File: config.mk
export PLATFORM = sky130hd
export DESIGN_NAME = oet_sorter
export DESIGN_NICKNAME = d
export VERILOG_FILES = /design/src/rtl/oet_sorter.sv
export SDC_FILE = /design/constraint.sdc
export NUM_CORES = 1
export LEC_CHECK = 0
export ABC_AREA = 0
export BUFFER_PORTS_ARGS = -buffer_cell sky130_fd_sc_hd__clkbuf_2
export CAP_MARGIN = 20
export CELL_PAD_IN_SITES_DETAIL_PLACEMENT = 1
export CELL_PAD_IN_SITES_GLOBAL_PLACEMENT = 2
export CORE_UTILIZATION = 34
export CTS_CLUSTER_DIAMETER = 40
export DETAILED_ROUTE_END_ITERATION = 6
export PLACE_DENSITY = 0.91
export SLEW_MARGIN = 20
export SYNTH_ARGS = -nofsm -noshare
export SYNTH_HDL_FRONTEND = slang
export SYNTH_SLANG_ARGS = --single-unit
File: constraint.sdc
create_clock -name clk -period 15.9 [get_ports clk]
set_input_delay 4.77 -clock clk [delete_from_list [all_inputs] [get_ports clk]]
set_output_delay 4.77 -clock clk [all_outputs]
set_load 0.05 [all_outputs]
File: src/rtl/oet_sorter.sv
// Odd-even transposition sorter: accepts an N-element vector, sorts it one
// compare-exchange phase per clock and stops early once the array is stable.
module oet_sorter #(
  parameter int N      = 8,
  parameter int W      = 32,
  parameter bit SIGNED = 1'b0
) (
  input  logic                       clk,
  input  logic                       rst,
  input  logic                       in_valid,
  output logic                       in_ready,
  input  logic [N*W-1:0]             in_data,
  input  logic                       in_desc,
  output logic                       out_valid,
  input  logic                       out_ready,
  output logic [N*W-1:0]             out_data,
  output logic [$clog2(N+1)-1:0]     out_phases,
  output logic [1:0]                 dbg_state
);

  // Handshake: a transfer completes on a rising clk edge where valid and
  // ready are both high; the sender holds valid and its payload until then.

  localparam int PW = $clog2(N+1);

  typedef enum logic [1:0] {
    IDLE = 2'd0,
    SORT = 2'd1,
    DONE = 2'd2
  } state_t;

  state_t           state_q, state_d;
  logic [N*W-1:0]   arr_q, arr_d;
  logic             desc_q, desc_d;
  logic [PW-1:0]    phase_q, phase_d;
  logic             prev_swap_q, prev_swap_d;
  logic [PW-1:0]    out_phases_q, out_phases_d;
  logic             out_valid_q, out_valid_d;
  logic             in_ready_q, in_ready_d;

  logic [N*W-1:0]   sorted;
  logic             swapped_now;
  logic [PW-1:0]    phase_next;
  logic             exit_now;
  logic [W-1:0]     elem_a, elem_b;

  function automatic logic needs_swap(input logic [W-1:0] a, input logic [W-1:0] b,
                                      input logic desc);
    logic a_lt_b, a_gt_b;
    if (SIGNED) begin
      a_lt_b = $signed(a) < $signed(b);
      a_gt_b = $signed(a) > $signed(b);
    end else begin
      a_lt_b = a < b;
      a_gt_b = a > b;
    end
    return desc ? a_lt_b : a_gt_b;
  endfunction

  always_comb begin
    sorted      = arr_q;
    swapped_now = 1'b0;
    elem_a      = '0;
    elem_b      = '0;
    // Pairs start at even indices on even phases, odd indices on odd phases.
    for (int i = 0; i < N - 1; i++) begin
      if (i[0] == phase_q[0]) begin
        elem_a = arr_q[i*W +: W];
        elem_b = arr_q[(i+1)*W +: W];
        if (needs_swap(elem_a, elem_b, desc_q)) begin
          sorted[i*W +: W]     = elem_b;
          sorted[(i+1)*W +: W] = elem_a;
          swapped_now          = 1'b1;
        end
      end
    end
    phase_next = phase_q + PW'(1);
    exit_now   = ((phase_next >= PW'(2)) && !swapped_now && !prev_swap_q) ||
                 (phase_next == PW'(N));
  end

  always_comb begin
    state_d      = state_q;
    arr_d        = arr_q;
    desc_d       = desc_q;
    phase_d      = phase_q;
    prev_swap_d  = prev_swap_q;
    out_phases_d = out_phases_q;
    out_valid_d  = out_valid_q;
    in_ready_d   = in_ready_q;
    case (state_q)
      IDLE: begin
        if (in_valid && in_ready_q) begin
          arr_d       = in_data;
          desc_d      = in_desc;
          phase_d     = '0;
          prev_swap_d = 1'b0;
          in_ready_d  = 1'b0;
          state_d     = SORT;
        end
      end
      SORT: begin
        arr_d       = sorted;
        phase_d     = phase_next;
        prev_swap_d = swapped_now;
        if (exit_now) begin
          out_phases_d = phase_next;
          out_valid_d  = 1'b1;
          state_d      = DONE;
        end
      end
      DONE: begin
        if (out_valid_q && out_ready) begin
          out_valid_d = 1'b0;
          in_ready_d  = 1'b1;
          state_d     = IDLE;
        end
      end
      default: begin
        out_valid_d = 1'b0;
        in_ready_d  = 1'b1;
        state_d     = IDLE;
      end
    endcase
  end

  always_ff @(posedge clk or posedge rst) begin
    if (rst) begin
      state_q      <= IDLE;
      arr_q        <= '0;
      desc_q       <= 1'b0;
      phase_q      <= '0;
      prev_swap_q  <= 1'b0;
      out_phases_q <= '0;
      out_valid_q  <= 1'b0;
      in_ready_q   <= 1'b1;
    end else begin
      state_q      <= state_d;
      arr_q        <= arr_d;
      desc_q       <= desc_d;
      phase_q      <= phase_d;
      prev_swap_q  <= prev_swap_d;
      out_phases_q <= out_phases_d;
      out_valid_q  <= out_valid_d;
      in_ready_q   <= in_ready_d;
    end
  end

  assign in_ready   = in_ready_q;
  assign out_valid  = out_valid_q;
  assign out_data   = arr_q;
  assign out_phases = out_phases_q;
  assign dbg_state  = state_q;

endmodule

# --- Yosys cells after proc, flatten, opt, wreduce, memory -nomap -nowiden ---
# Index checks and enable logic that the tools add are counted.
# Widths: inputs -> output; s select.
totals:
  reg_bits: 270
  input_bits: 261
  out_inout_bits: 264
  elab_cells: 118
op_classes:
  n_addsub: 1
  magnitude_cmp: 15
  n_eq_ne: 9
  mux: 64
  bitwise: 2
  reduce_logical: 17
op_table:
  columns: ["operator", "n"]
  rows:
  - ["$mux 64", 14]
  - ["$pmux 256 s2", 1]
  - ["$mux 256", 1]
  - ["$gt 32x32->1", 7]
  - ["$lt 32x32->1", 7]
  - ["$mux 1", 39]
  - ["$ne 2x2->1 const B", 6]
  - ["$reduce_and 3->1", 3]
  - ["$pmux 4 s2", 1]
  - ["$reduce_and 4->1", 2]
  - ["$mux 2", 3]
  - ["$pmux 1 s3", 2]
  - ["$pmux 2 s3", 1]
  - ["$reduce_and 2->1", 3]
  - ["$add 4x1->4 const B", 1]
  - ["$eq 4x4->1 const B", 1]
  - ["$ge 4x2->1 const B", 1]
  - ["$logic_and 1x1->1", 4]
  - ["$mux 4", 1]
  - ["$eq 2x1->1 const B", 1]
  - ["$eq 2x2->1 const B", 1]
  - ["$logic_not 1->1", 2]
  - ["$logic_not 2->1", 1]
  - ["$not 1->1", 2]
  - ["other kinds (3)", 3]

# --- Longest topological paths before layout ---
# Gate-level depths: netlist (run 1).
logic_depth:
  word_depth: 23
  depth_mapped: 15
  mapped_depth_nobuf: 12

# --- Least setup slack after synthesis (run 1) ---
# OpenSTA, ideal clock, no wires.
synth_timing:
  path_type: "input to register"
  startpoint: "input port in_valid"
  endpoint: "register phase_q[1]"
  setup_time_ns: 0.140
  arrival_ns: 6.020
  required_time_ns: 15.760
  path_slack_ns: 9.740
  stages: 6
  n_path_buf: 3
  cell_sequence: "a21oi_1 nor2_1 clkbuf_1 clkbuf_1 clkbuf_1 o22ai_1"
synth_via:
  elab_chain_len: 3
synth_lines:
  columns: ["item", "line", "source"]
  rows:
  - ["from (decl)", "10", "input logic in_valid,"]
  - ["$logic_and 1x1->1", "93", "if (in_valid && in_ready_q) begin"]
  - ["$ne 2x2->1 (no source line)", null, null]
  - ["$reduce_and 2->1 (no source line)", null, null]
  - ["to (signal assigned)", "141", "phase_q <= phase_d;"]
  - ["to (decl)", "35", "logic [PW-1:0] phase_q, phase_d;"]
# No other way between the ends.
# A chain may end at the register's enable or synchronous reset.

# --- Worst setup path in the final report (run 1) ---
layout_timing:
  startpoint: "input port in_valid"
  endpoint: "register phase_q[2]"
# The elaborated chain is that of the path after synthesis.

==> reports/metrics.csv, run 1 <==
metric,value,unit
Worst Path Required,16.35,ns
most used flip-flop cell after synthesis,dfrtp_1,
cts bufs inserted,67,
Via Count,22800,
Syn. warnings,0,
final period demand of the worst path,6.72,ns
Die Ht,252,um
Syn Area/Cell,8.09,um2
Finished Cell Area,26700,um2
Hold WS,0.499,ns
Tot GR Track Use,28.7,%
Worst-path clk slew,0.05,ns
largest net degree at the start of global routing,108,
DR DRC count,0,
Synth Area in Adders,13.3,%
Max Fclk,0.149,GHz
layout cells sized above 1,22.1,%
simple-gate share of the synthesized area,16.1,%
final-report max-slew violation count,0,
Detailed Routing Iterations Pass 1,5,
Hold Crit Endpoint,in_ready,
Post-DP Area,24400,um2
mapped cell area,21200,um2
Initial Utilization,34.4,%
RSZ-0062 raised after global routing,no,
Final TNS setup,0,ns
Clock Latency Late Sink,0.60,ns
number of synthesized flops with an enable pin,0,
1st-iter DRT viols,1443,
Cells after Synth,2623,
worst-path maximum fanout,105,
postcts setup bufs,0,
Post-DRT Antenna Nets,0,
Resized Gates After CTS,0,
xor/xnor cell area share of the yosys netlist,0.0413,%
Top Ports,525,
hold crit path type,register to register,
Placeable Area,61700,um2
Rows,91,
Fillers,7522,
R2R Setup Slk,10.90,ns
initial antenna violation count,5,
status,completed,
vias in the first global route,23500,
DR WL/cell,23.6,um
wire length of the first global-routing pass,142,mm
H-tree depth,3,
crit end category,register,
# Max-Cap Violations,0,
element type at the critical path start,primary input,
compound-cell area share of the yosys netlist,26.0,%
crit share post-route,42.3,%
largest family of logic cells by synthesized area,compound AO/OA/AOI/OAI gates,
Hold Fails Final Rpt,0,
Synth Register Bits,270,
CTS tree,done,
sequential fraction of the synthesis area,31.8,%
detailed placement HPWL,67.6,mm
ys async rst share,100,%
reg-to-reg startpoint,out_data[121],
GPL Wtd Cong,0.917,
Finish-stage setup viols,0,
vias per cell,5.78,
hold path start,in_ready,
crit path DAT,7.17,ns
Cell variety after synth,58,
Port Buf Inserts,524,
Reg2Reg Depth,13,
final net count,3530,
Slew @ Worst Pin,1.12,ns
CTS Hold Buffers Added,0,
GRT overflow,0,
Rel. slew slack,25.5,%
clock sinks,270,
worst hold stages,2,
die area,63400,um2
mux cell area share after synthesis,4.91,%
Post-Syn Nets,3110,
WS Path Type,primary input to register,
CTS max path bufs,3,
R2R Path End,out_data[89],
final wirelength,93.0,mm
Clock Tree Root,clkbuf_16,
synthesis-to-finish area growth,25.9,%
clk_skew,0.0269,ns
DIE WIDTH,252,um
==> per-stage QoR <==
step                      std cells  setup WS (ns)  utilization (%)
final                          3934           9.18             43.3
after global routing           3934           9.03             43.3
after CTS                      3932           9.07             43.3
after detailed placement       3811           8.47             39.6
after global placement         3811           8.52             39.6
after floorplan                2623           3.69                -
==> layout by cell type (no fill, tap or decap), drive strengths merged, types with 95 or more instances in the layout <==
cell      n
ha      226
o21ai    95
a21oi   449
and3    129
mux2i   101
nand2   126
inv     240
nor3     99
a221o   104
clkbuf  611
nor2    254
dfrtp   269
==> sequential cells by signal, summed over array words and instances (netlist names) <==
name and count:
out_data 256, out_phases 4, phase_q 4, dbg_state 2
desc_q 1, in_ready 1, out_valid 1, prev_swap_q 1
==> logic make-up (layout without fill, tap and decap cells) <==
| kind of cell | after synthesis | in the layout |
|---|---|---|
| xor+xnor | 1 | 1 |
| mux | 103 | 103 |
| other cells | 0 | 2 |
| compound gates | 874 | 874 |
| simple gates | 717 | 717 |
| buf+inv | 432 | 904 |
| flops | 270 | 270 |
| fa+ha+maj | 226 | 226 |
==> per-layer routing <==
metal,vias to the layer above,track usage [%],share of wire [%]
li1,10500,-,-
met1,11300,38.4,44
met2,733,45.7,47
met3,198,4.43,5.2
met4,4,12.5,3.9
met5,-,0,0.032
==> Yosys cell counts (all sizes together), types with 14 or more instances <==
master  count  area share (%)
o221ai     32             1.3
a31oi      37             1.1
o211ai     40             1.4
nand2     126             2.2
mux2i     101             4.8
nor4       14            0.47
ha        226              13
nor2      254             4.5
nor3       99             2.3
inv       237             4.2
a21oi     449              11
a211o      35             1.4
o22ai      33            0.97
dfrtp     269              32
a221o     104             4.9
and3      129             3.8
buf        34            0.73
o21ai      95             2.3
clkbuf    161             2.8
nand3      28            0.66
nand4      44             1.3
a21o       19            0.67
==> final cells by class <==
class                           instances  area, um2  share of cell area [%]
Clock inverter                         34        428                    1.60
Multi-Input combinational cell       1921      12900                    48.4
Antenna cell                            2       5.00                  0.0187
Sequential cell                       270       6760                    25.3
Tap cell                              837       1050                    3.92
Clock buffer                           87       1860                    6.97
Timing Repair Buffer                  546       2790                    10.5
Inverter                              237        902                    3.38
==> worst max-delay path, cell delays in order <==
cell and delay (ns):
clkbuf_2 0.11, a21oi_1 0.11, nor2_4 0.10, buf_6 0.60, buf_4 0.85, o21ai_0 0.21
nand2_1 0.11, o21ai_0 0.09
==> worst max-delay path by stage <==
stage / from / end / slack [ns] / cells after the start
5_1_grt: in_valid / phase_q[2] / 9.03 / 8
3_5_place_dp: in_valid / phase_q[2] / 8.47 / 8
3_3_place_gp: in_valid / phase_q[2] / 8.52 / 8
6_report: in_valid / phase_q[2] / 9.18 / 8
4_1_cts: in_valid / phase_q[2] / 9.07 / 8
2_1_floorplan: rst / dbg_state[0] / 3.69 / 1
Power of run 1 is not shown: default switching activity piles up to over one toggle a cycle in this logic, so the estimate is an artifact.
==> inputs of run 2 (changes only) <==
--- a/config.mk
+++ b/config.mk
@@ -5,15 +5,15 @@
 export SDC_FILE = /design/constraint.sdc
 export NUM_CORES = 1
 export LEC_CHECK = 0
-export ABC_AREA = 0
+export ABC_AREA = 1
 export BUFFER_PORTS_ARGS = -buffer_cell sky130_fd_sc_hd__clkbuf_2
 export CAP_MARGIN = 20
 export CELL_PAD_IN_SITES_DETAIL_PLACEMENT = 1
 export CELL_PAD_IN_SITES_GLOBAL_PLACEMENT = 2
-export CORE_UTILIZATION = 34
+export CORE_UTILIZATION = 27
 export CTS_CLUSTER_DIAMETER = 40
 export DETAILED_ROUTE_END_ITERATION = 6
-export PLACE_DENSITY = 0.91
+export PLACE_DENSITY = 0.81
 export SLEW_MARGIN = 20
 export SYNTH_ARGS = -nofsm -noshare
 export SYNTH_HDL_FRONTEND = slang
==> constraint.sdc (replaced) <==
create_clock -name clk -period 5.9 [get_ports clk]
set_input_delay 1.77 -clock clk [delete_from_list [all_inputs] [get_ports clk]]
set_output_delay 1.77 -clock clk [all_outputs]
set_load 0.05 [all_outputs]
==> reports/metrics.csv, run 2 <==
metric,value,unit
ranking of synthesized cells by instance count,"nand2_1 (720), o21ai_0 (337), inv_1 (311), a21oi_1 (270), dfrtp_1 (269)",
"count leader, synth",nand2_1,
Detailed Routing Iterations Pass 1,7,
RSZ-0062 raised after global routing,no,
hold crit path type,register to register,
Resized Gates After CTS,0,
Die Ht,290,um
Final TNS setup,0,ns
Port Buf Inserts,524,
Syn. warnings,0,
clk_skew,0.0252,ns
WS Path Type,register to register,
largest net degree at the start of global routing,191,
Top Ports,525,
cts bufs inserted,79,
die area,84000,um2
Rows,105,
wire length of the first global-routing pass,156,mm
Cell variety after synth,42,
Worst-path clk slew,0.04,ns
Fillers,10300,
DR WL/cell,21.6,um
worst-path maximum fanout,50,
Clock Tree Root,clkbuf_16,
max reg flops,256,
CTS max path bufs,3,
largest cells by area after synthesis,"dfrtp_1 (30%), ha_1 (13%), nand2_1 (12%)",
DIE WIDTH,290,um
H-tree depth,3,
vias per cell,5.08,
Initial Utilization,27.3,%
Hold Fails Final Rpt,0,
fin util,34.9,%
layout cells sized above 1,21.8,%
ys async rst share,100,%
number of synthesized flops with an enable pin,0,
Slew @ Worst Pin,1.04,ns
final wirelength,102,mm
Finish-stage setup viols,0,
final period demand of the worst path,4.08,ns
CTS Hold Buffers Added,0,
GPL Wtd Cong,0.843,
detailed placement HPWL,76.7,mm
Via Count,24100,
synthesis-to-finish area growth,28.0,%
Hold WS,0.475,ns
Clock Latency Late Sink,0.61,ns
Syn Area/Cell,7.09,um2
GRT overflow,0,
postcts setup bufs,0,
Worst Path Required,6.42,ns
final net count,4083,
CTS tree,done,
Synth Register Bits,270,
vias in the first global route,24700,
DR DRC count,0,
"most common cell after layout, fill and taps aside",nand2_1,
status,completed,
most used flip-flop cell after synthesis,dfrtp_1,
final-report max-slew violation count,0,
element type at the critical path start,register,
most frequent cells in the layout,"nand2_1 (719), clkbuf_2 (524), o21ai_0 (337), inv_1 (309), a21oi_1 (270)",
Tot GR Track Use,23.9,%
Post-DRT Antenna Nets,0,
mapped cell area,22400,um2
Post-Syn Nets,3641,
crit share post-route,69.1,%
clock sinks,270,
Max Fclk,0.245,GHz
sequential fraction of the synthesis area,30.2,%
crit path DAT,4.60,ns
top-area cell type share of the netlist area,30.1,%
# Max-Cap Violations,0,
Placeable Area,82000,um2
1st-iter DRT viols,1191,
Rel. slew slack,30.7,%
largest area contributor in the netlist,dfrtp_1,
crit end category,register,
initial antenna violation count,11,
Cells after Synth,3154,
run 2: final timing paths:
check	start	endpoint	slack (ns)	cells past startpoint
max	out_data[89]	out_data[88]	1.82	14
min	out_phases[1]	out_phases[1]	0.47	2
max reg2reg	out_data[89]	out_data[88]	1.82	14
min reg2reg	out_phases[1]	out_phases[1]	0.47	2
max in group asynchronous	rst	in_ready	3.40	4
min in group asynchronous	rst	out_data[225]	1.28	2
run 2: kinds of logic after synthesis:
family	after synthesis	share of synthesized area, %
xor gates and xnor gates	2	0.0783
and+or+nand+nor	1265	23.8
adders and majority gates	226	12.6
AOI/OAI and AO/OA	874	23.7
buffers and inverters	517	9.58
DFF	270	30.2
run 2: critical path, stage by stage (launching register included):
cell	delay (ns)
dfrtp_1	0.43
inv_1	0.20
ha_1	0.28
a21oi_1	0.16
o21ai_1	0.12
nand2_1	0.08
nand2_1	0.05
a21oi_1	0.29
nand3_2	0.71
nand3_4	0.56
buf_4	0.55
nand2_1	0.10
o211ai_1	0.12
nand3_1	0.09
a21oi_1	0.21
run 2: final cells by class:
cell class                      count  area (um2)  share of cell area [%]
Antenna cell                        6        15.0                  0.0524
Clock buffer                      107        2270                    7.94
Clock inverter                     39         563                    1.97
Inverter                          317        1210                    4.23
Multi-Input combinational cell   2367       13500                    47.1
Sequential cell                   270        6760                    23.6
Tap cell                         1070        1340                    4.68
Timing Repair Buffer              561        2980                    10.4
run 2: routing by layer:
layer | GRT usage [%] | up-vias | part of all wire, %
li1 | - | 11700 | -
met1 | 32.2 | 11600 | 46
met2 | 37.8 | 634 | 45
met3 | 5.62 | 156 | 6.2
met4 | 7.42 | 8 | 2.7
met5 | 0 | - | 0.052
run 2: through the flow:
| step | cells | worst slack [ns] | area [um2] |
|---|---|---|---|
| after floorplan | 3154 | 0.563 | 22400 |
| after global placement | 4585 | 1.76 | 25800 |
| after detailed placement | 4585 | 1.69 | 25800 |
| after CTS | 4731 | 1.84 | 28600 |
| after global routing | 4734 | 1.52 | 28600 |
| final | 4737 | 1.82 | 28600 |
Power of run 2 is left out for the same reason.
